<file path="src/rtl/arith_seq_ctrl.sv">
// Sequencing controller for the calculator's arithmetic path: add, subtract or
// shift-add multiply of signed W-bit operands, with registered result/overflow.
module arith_seq_ctrl #(
    parameter int W      = 8,
    parameter bit MUL_EN = 1'b1
) (
    input  logic         clk,
    input  logic         rst,
    input  logic         ad,
    input  logic         su,
    input  logic         mu,
    input  logic [W-1:0] x_in,
    input  logic [W-1:0] y_in,
    output logic [W-1:0] res,
    output logic         v,
    output logic         busy,
    output logic         done,
    output logic         err,
    output logic [2:0]   dbg_state_o
);

    // Handshake: a request level is accepted only while IDLE; done is a one-cycle
    // valid qualifying res/v, with no back-pressure. busy covers LOAD..SETTLE.
    typedef enum logic [2:0] {
        S_IDLE   = 3'd0,
        S_LOAD   = 3'd1,
        S_EXEC   = 3'd2,
        S_SETTLE = 3'd3,
        S_DONE   = 3'd4
    } state_t;

    typedef enum logic [1:0] {
        OP_ADD = 2'd0,
        OP_SUB = 2'd1,
        OP_MUL = 2'd2
    } op_t;

    localparam int CW = $clog2(W);
    localparam logic [CW-1:0] CNT_LAST = CW'(W - 1);

    state_t state_q, state_d;
    op_t    op_q, op_d;

    logic [W-1:0]   x_q, y_q;
    logic           sy_q, sgn_q;
    logic [2*W-1:0] mcand_q, acc_q;
    logic [W-1:0]   mplier_q;
    logic [CW-1:0]  cnt_q;
    logic [W-1:0]   pres_q;
    logic           pv_q;
    logic [W-1:0]   res_q;
    logic           v_q, busy_q, done_q, err_q;
    logic           busy_d, done_d, err_d;

    logic [1:0]     n_req;
    logic           illegal_req, legal_req;
    logic [W-1:0]   sum, x_mag, y_mag;
    logic           as_v, mul_v;
    logic [2*W-1:0] acc_nxt, prod;

    assign n_req       = 2'(ad) + 2'(su) + 2'(mu);
    assign illegal_req = (n_req > 2'd1) || (mu && !MUL_EN);
    assign legal_req   = (n_req == 2'd1) && !illegal_req;

    always_comb begin
        state_d = state_q;
        op_d    = op_q;
        case (state_q)
            S_IDLE: begin
                if (legal_req) begin
                    state_d = S_LOAD;
                    op_d    = ad ? OP_ADD : (su ? OP_SUB : OP_MUL);
                end
            end
            S_LOAD:   state_d = S_EXEC;
            S_EXEC: begin
                if (op_q != OP_MUL || cnt_q == CNT_LAST) state_d = S_SETTLE;
            end
            S_SETTLE: state_d = S_DONE;
            S_DONE:   state_d = S_IDLE;
            default:  state_d = S_IDLE;
        endcase
    end

    always_comb begin
        busy_d = (state_d == S_LOAD) || (state_d == S_EXEC) || (state_d == S_SETTLE);
        done_d = (state_d == S_DONE);
        err_d  = (state_q == S_IDLE) && illegal_req;
    end

    // y_q already holds -y for subtract; overflow uses the original y sign so
    // that y = -2^(W-1), whose negation is itself, is still judged correctly.
    always_comb begin
        sum  = x_q + y_q;
        as_v = 1'b0;
        if (op_q == OP_ADD) as_v = (x_q[W-1] == sy_q) && (sum[W-1] != x_q[W-1]);
        else                as_v = (x_q[W-1] != sy_q) && (sum[W-1] != x_q[W-1]);
    end

    always_comb begin
        x_mag   = x_in[W-1] ? (~x_in + 1'b1) : x_in;
        y_mag   = y_in[W-1] ? (~y_in + 1'b1) : y_in;
        acc_nxt = acc_q + (mplier_q[0] ? mcand_q : '0);
        prod    = sgn_q ? (~acc_nxt + 1'b1) : acc_nxt;
        // The product fits the result iff its top W+1 bits are all sign copies.
        mul_v   = !((&prod[2*W-1:W-1]) || ~(|prod[2*W-1:W-1]));
    end

    always_ff @(posedge clk or posedge rst) begin
        if (rst) begin
            state_q <= S_IDLE;
            op_q    <= OP_ADD;
            busy_q  <= 1'b0;
            done_q  <= 1'b0;
            err_q   <= 1'b0;
        end else begin
            state_q <= state_d;
            op_q    <= op_d;
            busy_q  <= busy_d;
            done_q  <= done_d;
            err_q   <= err_d;
        end
    end

    always_ff @(posedge clk or posedge rst) begin
        if (rst) begin
            x_q      <= '0;
            y_q      <= '0;
            sy_q     <= 1'b0;
            sgn_q    <= 1'b0;
            mcand_q  <= '0;
            mplier_q <= '0;
            acc_q    <= '0;
            cnt_q    <= '0;
            pres_q   <= '0;
            pv_q     <= 1'b0;
            res_q    <= '0;
            v_q      <= 1'b0;
        end else begin
            case (state_q)
                S_LOAD: begin
                    x_q      <= x_in;
                    y_q      <= (op_q == OP_SUB) ? (~y_in + 1'b1) : y_in;
                    sy_q     <= y_in[W-1];
                    sgn_q    <= x_in[W-1] ^ y_in[W-1];
                    mcand_q  <= {{W{1'b0}}, x_mag};
                    mplier_q <= y_mag;
                    acc_q    <= '0;
                    cnt_q    <= '0;
                end
                S_EXEC: begin
                    if (op_q == OP_MUL) begin
                        acc_q    <= acc_nxt;
                        mcand_q  <= mcand_q << 1;
                        mplier_q <= mplier_q >> 1;
                        cnt_q    <= cnt_q + CW'(1);
                        if (cnt_q == CNT_LAST) begin
                            pres_q <= prod[W-1:0];
                            pv_q   <= mul_v;
                        end
                    end else begin
                        pres_q <= sum;
                        pv_q   <= as_v;
                    end
                end
                S_SETTLE: begin
                    res_q <= pres_q;
                    v_q   <= pv_q;
                end
                default: ;
            endcase
        end
    end

    assign res         = res_q;
    assign v           = v_q;
    assign busy        = busy_q;
    assign done        = done_q;
    assign err         = err_q;
    assign dbg_state_o = state_q;

endmodule

</file>
<file path="config.mk">
export PLATFORM = sky130hd
export DESIGN_NAME = arith_seq_ctrl
export DESIGN_NICKNAME = d
export VERILOG_FILES = /design/src/rtl/arith_seq_ctrl.sv
export SDC_FILE = /design/constraint.sdc
export NUM_CORES = 1
export LEC_CHECK = 0
export ABC_CLOCK_PERIOD_IN_PS = 4300
export CORE_MARGIN = 2
export CORE_UTILIZATION = 55
export DETAILED_ROUTE_END_ITERATION = 6
export PLACE_DENSITY = 0.75
export SLEW_MARGIN = 0
export SYNTH_ARGS = -nofsm -noshare
export SYNTH_HDL_FRONTEND = slang
export SYNTH_SLANG_ARGS = --single-unit
</file>
<file path="constraint.sdc">
create_clock -name clk -period 4.3 [get_ports clk]
set_input_delay 0.86 -clock clk [delete_from_list [all_inputs] [get_ports clk]]
set_output_delay 0.86 -clock clk [all_outputs]
set_load 0.005 [all_outputs]
</file>
# After elaboration in Yosys (flattened, before gate mapping)
# Cells that the tools add are included.
[totals] ff_bits=87 in_bits=21 out_inout_bits=15 elab_cells=89
[op_classes] add_sub_neg=8 magnitude_cmp=1 eq_ne=17 mux=23 bitwise=5 reduce_logical=18
[op_table] operator="two-way mux 16 bit" count=4
[op_table] operator="case mux 16 bit (2 select lines)" count=2
[op_table] operator="two-way mux 8 bit" count=6
[op_table] operator="adder 16 x 1 -> 16 bit (second input constant)" count=1
[op_table] operator="adder 16 bit" count=1
[op_table] operator="adder 8 x 1 -> 8 bit (second input constant)" count=2
[op_table] operator="NOT 16 bit" count=1
[op_table] operator="NOT 8 bit" count=2
[op_table] operator="case mux 8 bit (2 select lines)" count=1
[op_table] operator="equality test 3 x 2 -> 1 bit (second input constant)" count=4
[op_table] operator="case mux 3 bit (4 select lines)" count=1
[op_table] operator="two-way mux 3 bit" count=3
[op_table] operator="AND reduction 9 bit" count=1
[op_table] operator="OR reduction 9 bit" count=1
[op_table] operator="adder 8 bit" count=1
[op_table] operator="equality test 3 x 1 -> 1 bit (second input constant)" count=2
[op_table] operator="equality test 3 bit (second input constant)" count=2
[op_table] operator="inequality test 2 bit (second input constant)" count=3
[op_table] operator="case mux 3 bit (2 select lines)" count=1
[op_table] operator="AND reduction 2 bit" count=3
[op_table] operator="equality test 2 x 1 -> 1 bit (second input constant)" count=2
[op_table] operator="logical AND 1 bit" count=4
[op_table] operator="logical OR 1 bit" count=4
[op_table] operator="two-way mux 2 bit" count=2
[op_table] operator="other kinds (14)" count=18

# Depth between registers and ports, before layout
[logic_depth] depth_word=11 depth_mapped=15 depth_no_buf=14

# Worst setup path after synthesis
# OpenSTA, ideal clock, no wires.
[synth_path] kind="register to register" startpoint="register mplier_q[0]" endpoint="register pv_q" setup_time_ns=0.124 t_arrival_ns=3.500 t_required_ns=4.176 setup_slack_ns=0.676 path_stages_with_launch=14 path_buffers=2 synth_period_minus_slack_ns=3.624 cell_sequence="dfrtp_1 > clkbuf_1 > and2_1 > ha_1 > fa_1 > xnor2_1 > nand3_1 > or4_1 > buf_2 > or4_4 > o31ai_4 > xnor2_1 > a41oi_2 > o31a_1"
[synth_via] elab_chain_len=11 elab_cells_between_ends=12 classes_between="add/sub (2); mux (4); bitwise (2); reduce/logical (4)"
[synth_lines] element="from (decl)" line="47" text="logic [W-1:0] mplier_q;"
[synth_lines] element="from (signal assigned)" line="147" text="mplier_q <= y_mag;"
[synth_lines] element="from (signal assigned)" line="155" text="mplier_q <= mplier_q >> 1;"
[synth_lines] element="two-way mux 16 bit (*)" line="103" text="acc_nxt = acc_q + (mplier_q[0] ? mcand_q : '0);"
[synth_lines] element="adder 16 bit (*)" line="103"
[synth_lines] element="NOT 16 bit" line="104" text="prod = sgn_q ? (~acc_nxt + 1'b1) : acc_nxt;"
[synth_lines] element="adder 16 x 1 -> 16 bit" line="104"
[synth_lines] element="two-way mux 16 bit (*)" line="104"
[synth_lines] element="OR reduction 9 bit" line="106" text="mul_v = !((&prod[2*W-1:W-1]) || ~(|prod[2*W-1:W-1]));"
[synth_lines] element="NOT 1 bit" line="106"
[synth_lines] element="logical OR 1 bit (*)" line="106"
[synth_lines] element="logical NOT 1 bit (*)" line="106"
[synth_lines] element="two-way mux 1 bit (*)" line="157" text="if (cnt_q == CNT_LAST) begin"
[synth_lines] element="two-way mux 1 bit (*)" line="152" text="if (op_q == OP_MUL) begin"
[synth_lines] element="to (signal assigned)" line="159" text="pv_q <= mul_v;"
[synth_lines] element="to (signal assigned)" line="163" text="pv_q <= as_v;"
[synth_lines] element="to (decl)" line="50" text="logic pv_q;"
# Every way passes the cells marked *; elsewhere a longest branch is shown, timed or not. The select of a mux whose other input is x is not followed.
# A chain may end at the register's enable or synchronous reset.

# Worst setup path in the final report
# Same ends and word-level chain as after synthesis.

==> flow_summary.ini <==
[run_status]
status = finished clean

[logic_synthesis]
syn_nets = 732
synth.yosys.warnings = 0
synth_seq_cells = 87
synth-seq-area-share_pct = 38.7
syn_avg_cell_area_um2 = 8.28
synth_edf_count = 0
syn-cell-area_um2 = 5630
syn_inst = 680
yosysUniqueCellTypes = 62
ys.flop_type = dfrtp_1
async_reset_ff_share_pct = 100

[final_layout]
area_growth_pct = 11.0
drive_gt1_share_pct = 6.70
seqCellArea_um2 = 2180
fin_nets = 749
multiInputGateArea_um2 = 3220
fillers = 828
diodes = 0
final_area_um2 = 6250

[global_route]
grt_usage_pct = 24.5
overflow = 0
grt_max_degree = 51
antenna_found_initial = 0
grt_pass1_wl_um = 21900
grt_pass1_vias = 4560

[clock_network]
clk_latency_ns = 0.37
cts_tree = built
cts-root-buf = clkbuf_8
cts_resized = 0
ctsLongestPathBuffers = 2
htree_levels = 3
numCtsBuffers = 9
clk_pin_slew_ns = 0.10
cts_setup_buffers = 0
cts_hold_buf = 0
clock-sinks = 87

[placement]
post_dp_cell_area_um2 = 6040
routabilityCongestion = 0.969
post-place-ws_ns = 0.505
io_buffers = 35
dp.final_hpwl_um = 9590

[floorplanning]
dieArea_um2 = 11100
fp.coreArea_um2 = 9860
pin_count = 36
rows = 36
die_x_um = 105
start_util_pct = 57.1
die_h_um = 105

[timing]
whs_ns = 0.479
maxSlewViolCount = 0
fin_crit_sh_pct = 88.7
clock.fmax_mhz = 262
tightest_slew_ns = 0.898
finClkSkew_ns = 0.0159
setup_ws_ns = 0.486
fin_tns_setup_ns = 0
setup_viol = 0
hold_viol = 0
max-slew-margin-rel_pct = 40.1
rsz0062_at_grt = no
min_period_ns = 3.81

[detailed_routing]
wl_per_cell_um = 15.5
dr.pass1.iters = 4
drt_iter0_markers = 297
postRouteAntennaNets = 0
viasPerCell = 5.66
dr_total_vias = 4723
drt_wl_total_um = 13000
drcViolationCount = 0

[worst_setup_path]
critPathCaptureType = register
cp-start-kind = register
crit_chain = and2_1, ha_1, fa_1, a21o_2, a221oi_2, o21ai_0, xor2_1, and3_2, o21bai_1, a211o_1, nor4_1, a41oi_2, o31a_1
cp.arrival_ns = 4.08
crit_fanout = 9
cp_slowest_cell = dfrtp_1
critPathKind = reg -> reg
worstPathRequired_ns = 4.57
max_stage_delay_ns = 0.45

[power]
p_switching_w = 0.00196
power_density_nw_per_um2 = 698
p_seq_share_pct = 30.7
internal-power_w = 0.00240
vdd_drop_max_mv = 0.359
combinationalPowerShare_pct = 55.5
power.total_w = 0.00436
p_clk_share_pct = 13.8
leakage_nw = 3.01
swShare_pct = 45.0

[hold_path]
holdCritPathClass = reg -> reg

[job]
cap_violations = 0
[stage by stage]
step	instances	util [%]
global placement	819	61.3
finish	835	63.4
CTS	835	63.4
detailed placement	819	61.3
floorplan	680	-
global route	835	63.4
[power by group through the flow]
stage	Combinational [W]	Sequential [W]	Clock (W)
2_1_floorplan	0.00188	0.00128	0
3_3_place_gp	0.00234	0.00134	0
3_5_place_dp	0.00240	0.00136	0
4_1_cts	0.00242	0.00134	0.000615
5_1_grt	0.00274	0.00138	0.000649
6_report	0.00242	0.00134	0.000602
[metal layers]
| layer | GRT usage (%) | wire length, µm |
|---|---|---|
| met1 | 34.5 | 6120 |
| met2 | 39.4 | 6090 |
| met3 | 3.74 | 574 |
| met4 | 6.48 | 185 |
| met5 | 0 | 0 |
[synthesized netlist by cell type (2+ instances only)]
| cell type | count | area share, % |
|---|---|---|
| nand2_1 | 152 | 10 |
| dfrtp_1 | 87 | 39 |
| o21ai_0 | 59 | 5.2 |
| nor2_1 | 43 | 2.9 |
| a21oi_1 | 38 | 3.4 |
| clkbuf_1 | 32 | 2.1 |
| nand3_1 | 32 | 2.8 |
| ha_1 | 28 | 6.2 |
| xor2_1 | 27 | 4.2 |
| and2_1 | 19 | 2.1 |
| xnor2_1 | 19 | 3.0 |
| inv_1 | 18 | 1.2 |
| nor3_1 | 11 | 0.98 |
| nand2b_1 | 8 | 0.89 |
| o31ai_1 | 8 | 1.1 |
| nor2b_1 | 6 | 0.67 |
| a21o_1 | 5 | 0.67 |
| o21a_1 | 5 | 0.67 |
| a211o_1 | 4 | 0.62 |
| a211oi_1 | 4 | 0.53 |
| nor3b_1 | 4 | 0.53 |
| or2_2 | 4 | 0.44 |
| or3_1 | 4 | 0.44 |
| a21o_2 | 3 | 0.47 |
| a31oi_1 | 3 | 0.33 |
| and3_1 | 3 | 0.33 |
| and3_2 | 3 | 0.40 |
| fa_1 | 3 | 1.1 |
| mux2i_1 | 3 | 0.53 |
| nor4_1 | 3 | 0.33 |
| a221oi_1 | 2 | 0.31 |
| clkbuf_8 | 2 | 0.49 |
| nand3b_1 | 2 | 0.27 |
| nand4b_1 | 2 | 0.31 |
| o211ai_1 | 2 | 0.27 |
| o21bai_1 | 2 | 0.27 |
| o221ai_1 | 2 | 0.31 |
| o31a_1 | 2 | 0.31 |
| o41ai_1 | 2 | 0.31 |
| or4_1 | 2 | 0.27 |
[cells by family (layout without fill, tap and decap cells)]
group           count (synthesis)  after routing  synth area share, %
mux                             3              3                0.533
simple gates                  303            303                 24.6
xor+xnor                       46             46                 7.16
flops                          87             87                 38.7
compound gates                154            154                 17.5
fa+ha+maj                      31             31                 7.29
buf+inv                        56             78                 4.31
[worst max-delay path: cells and delay by family (launching register included)]
kind / cells / cell delay [ns]
XOR/XNOR: 1 / 0.43
flip-flops: 1 / 0.45
AND/OR/NAND/NOR: 3 / 0.76
adder cells (fa/ha/maj): 2 / 0.65
AO/OA/AOI/OAI: 7 / 1.42
[path summary, 6_finish.rpt]
| path | to | start | slack, ns | cells after the start |
|---|---|---|---|---|
| min in group asynchronous | pv_q$_DFFE_PP0P_ | rst | 0.96 | 2 |
| max in group asynchronous | sgn_q$_DFFE_PP0P_ | rst | 2.52 | 3 |
| worst max register to register | pv_q$_DFFE_PP0P_ | mplier_q[0]$_DFFE_PP0P_ | 0.49 | 13 |
| worst min register to register | res[7]$_DFFE_PP0N_ | res[7]$_DFFE_PP0N_ | 0.48 | 2 |
| worst min-delay path | res[7]$_DFFE_PP0N_ | res[7]$_DFFE_PP0N_ | 0.48 | 2 |
| worst max-delay path | pv_q$_DFFE_PP0P_ | mplier_q[0]$_DFFE_PP0P_ | 0.49 | 13 |
[cell usage in the layout, fill, tap and decap left out, types with 19 or more instances in the layout]
cell             instances
o21ai_0                 58
ha_1                    28
and2_1                  19
xnor2_1                 19
dfrtp_1                 87
xor2_1                  27
clkdlybuf4s50_1         35
a21oi_1                 38
nand2_1                152
nand3_1                 32
nor2_1                  43
[state kept, by name (all words and copies together), names as in the netlist]
register and flops:
acc_q 16, mcand_q 16, mplier_q 8, pres_q 8, res 8, x_q 8
y_q 8, cnt_q 3, dbg_state_o 3, op_q 2, busy 1, done 1
err 1, pv_q 1, sgn_q 1, sy_q 1, v 1
[final cells by class]
class	count	area share [%]
clock inverter	7	1.36
clock buffer	9	1.98
inverter	19	1.16
tap	133	2.66
sequential	87	34.8
timing repair buffer	43	6.57
multi-input combinational	537	51.4
No activity file was read; power rests on OpenSTA's default activity.
==> variant, RTL diff (same settings) <==
Reset style: synchronous (`rst`), changed in 2 clocked blocks.
--- a/src/rtl/arith_seq_ctrl.sv
+++ b/src/rtl/arith_seq_ctrl.sv
@@ -107,5 +107,5 @@
     end
 
-    always_ff @(posedge clk or posedge rst) begin
+    always_ff @(posedge clk) begin
         if (rst) begin
             state_q <= S_IDLE;
@@ -123,5 +123,5 @@
     end
 
-    always_ff @(posedge clk or posedge rst) begin
+    always_ff @(posedge clk) begin
         if (rst) begin
             x_q      <= '0;
Check against the original RTL: differs if rst is asserted again (counterexample within 4 cycles, from zero or initial values and one cycle with rst high); with rst held inactive, the same outputs for 10 cycles.
==> variant against the original RTL <==
Wire length down 5.2%; setup slack worse by 0.25 ns; synthesized cell count down 1.5%; design area down 5.0%; largest cell class unchanged; first-iteration DRC count down 14%; area after synthesis down 5.8%; sequential cell count unchanged; via count down 0.87%.
Power is not compared: it rests on default switching activity, and its combinational part moved more than twofold at a synthesized area within 25%.
==> variant: results (changes against the original RTL) <==
- The run finished with clean final reports.
- On the critical path, the stage with the largest delay is an instance of or4_4.
- The instance area after placement is 5700 µm² (-5.7%).
- The endpoint of the worst hold-timing path is sy_q$_SDFFE_PP0P_.
- The critical-path maximum fanout is 17 (+8).
- The end point of the critical path is pv_q$_SDFFE_PP0P_.
- The cell area after layout is 5940 µm² (-5.0%).
- The mean cell area of the mapped netlist is 7.91 µm² (-4.4%).
- The weighted congestion at the end of routability-driven global placement was 0.957 (-1.2%).
- The share of synthesized area occupied by flip-flops and latches came to 32.9% (-5.8 points).
- The post-synth net total is 722 (-1.4%).
- The tightest hold margin is 0.474 ns (-0.00503 ns).
- The routed length on met3 is 555 µm (-3.3%).
- The slew at the pin closest to its max-slew limit is 0.916 ns (+0.0180 ns).
- The detailed placement HPWL is 8940 µm (-6.8%).
- The longest individual stage delay on the worst path is 0.58 ns (+0.13 ns).
- The area share of xor/xnor cells in the synthesized design is 8.10% (+0.94 points).
- The commonest cells after synthesis are 87 x dfxtp_1, 79 x nand2_1, 79 x nor2_1.
- The worst path arrival time is 4.35 ns (+0.27 ns).
- The number of fill cells in the layout is 830 (+0.24%).
- The layout cell share with drive strength beyond 1 is 5.54% (-1.2 points).
- The arithmetic-cell share of the synthesized area counting full adders, half adders and majority gates is 7.74% (+0.45 points).
- The pre-CTS worst setup slack is 0.283 ns (-0.222 ns).
- The setup slack of the worst register-to-register path is 0.23 ns (-0.25 ns).
- The most critical setup path has its startpoint at mplier_q[0]$_SDFFE_PP0P_.
- The count of placed standard cells including taps is 799 (-2.4%).
- The routed length on met2 is 5630 µm (-7.5%).
- In this run the most critical hold path is launched from sy_q$_SDFFE_PP0P_.
- The wire length of the first global-routing pass is 20300 µm (-7.5%).
- The sum of routed wire segments on met1 is 5900 µm (-3.7%).
variant: cell count changes in the layout (fill, tap and decap cells not counted), sizes merged, moves of 7 or more:
| cell | unedited run | this run |
|---|---|---|
| dfrtp | 87 | 0 |
| dfxtp | 0 | 87 |
| nand2 | 152 | 79 |
| o21ai | 60 | 12 |
| nor2 | 44 | 80 |
| a21oi | 39 | 73 |
| a211oi | 4 | 28 |
| mux2i | 3 | 12 |
| xnor2 | 19 | 26 |
variant: worst reg2reg max path: cells and delay by family (launching register included):
family	cells	cell delay [ns]
AO/OA/AOI/OAI	5	1.38
AND/OR/NAND/NOR	4	1.14
adder cells (fa/ha/maj)	2	0.65
flip-flops	1	0.44
XOR/XNOR	2	0.40
variant: layout make-up:
class / count / area share (%)
multi-input cells: 524 / 56.2
well taps: 129 / 2.72
flip-flops and latches: 87 / 29.3
clock inverters: 7 / 1.90
clock buffers: 9 / 2.09
inverters: 17 / 1.08
repair buffers: 42 / 6.70
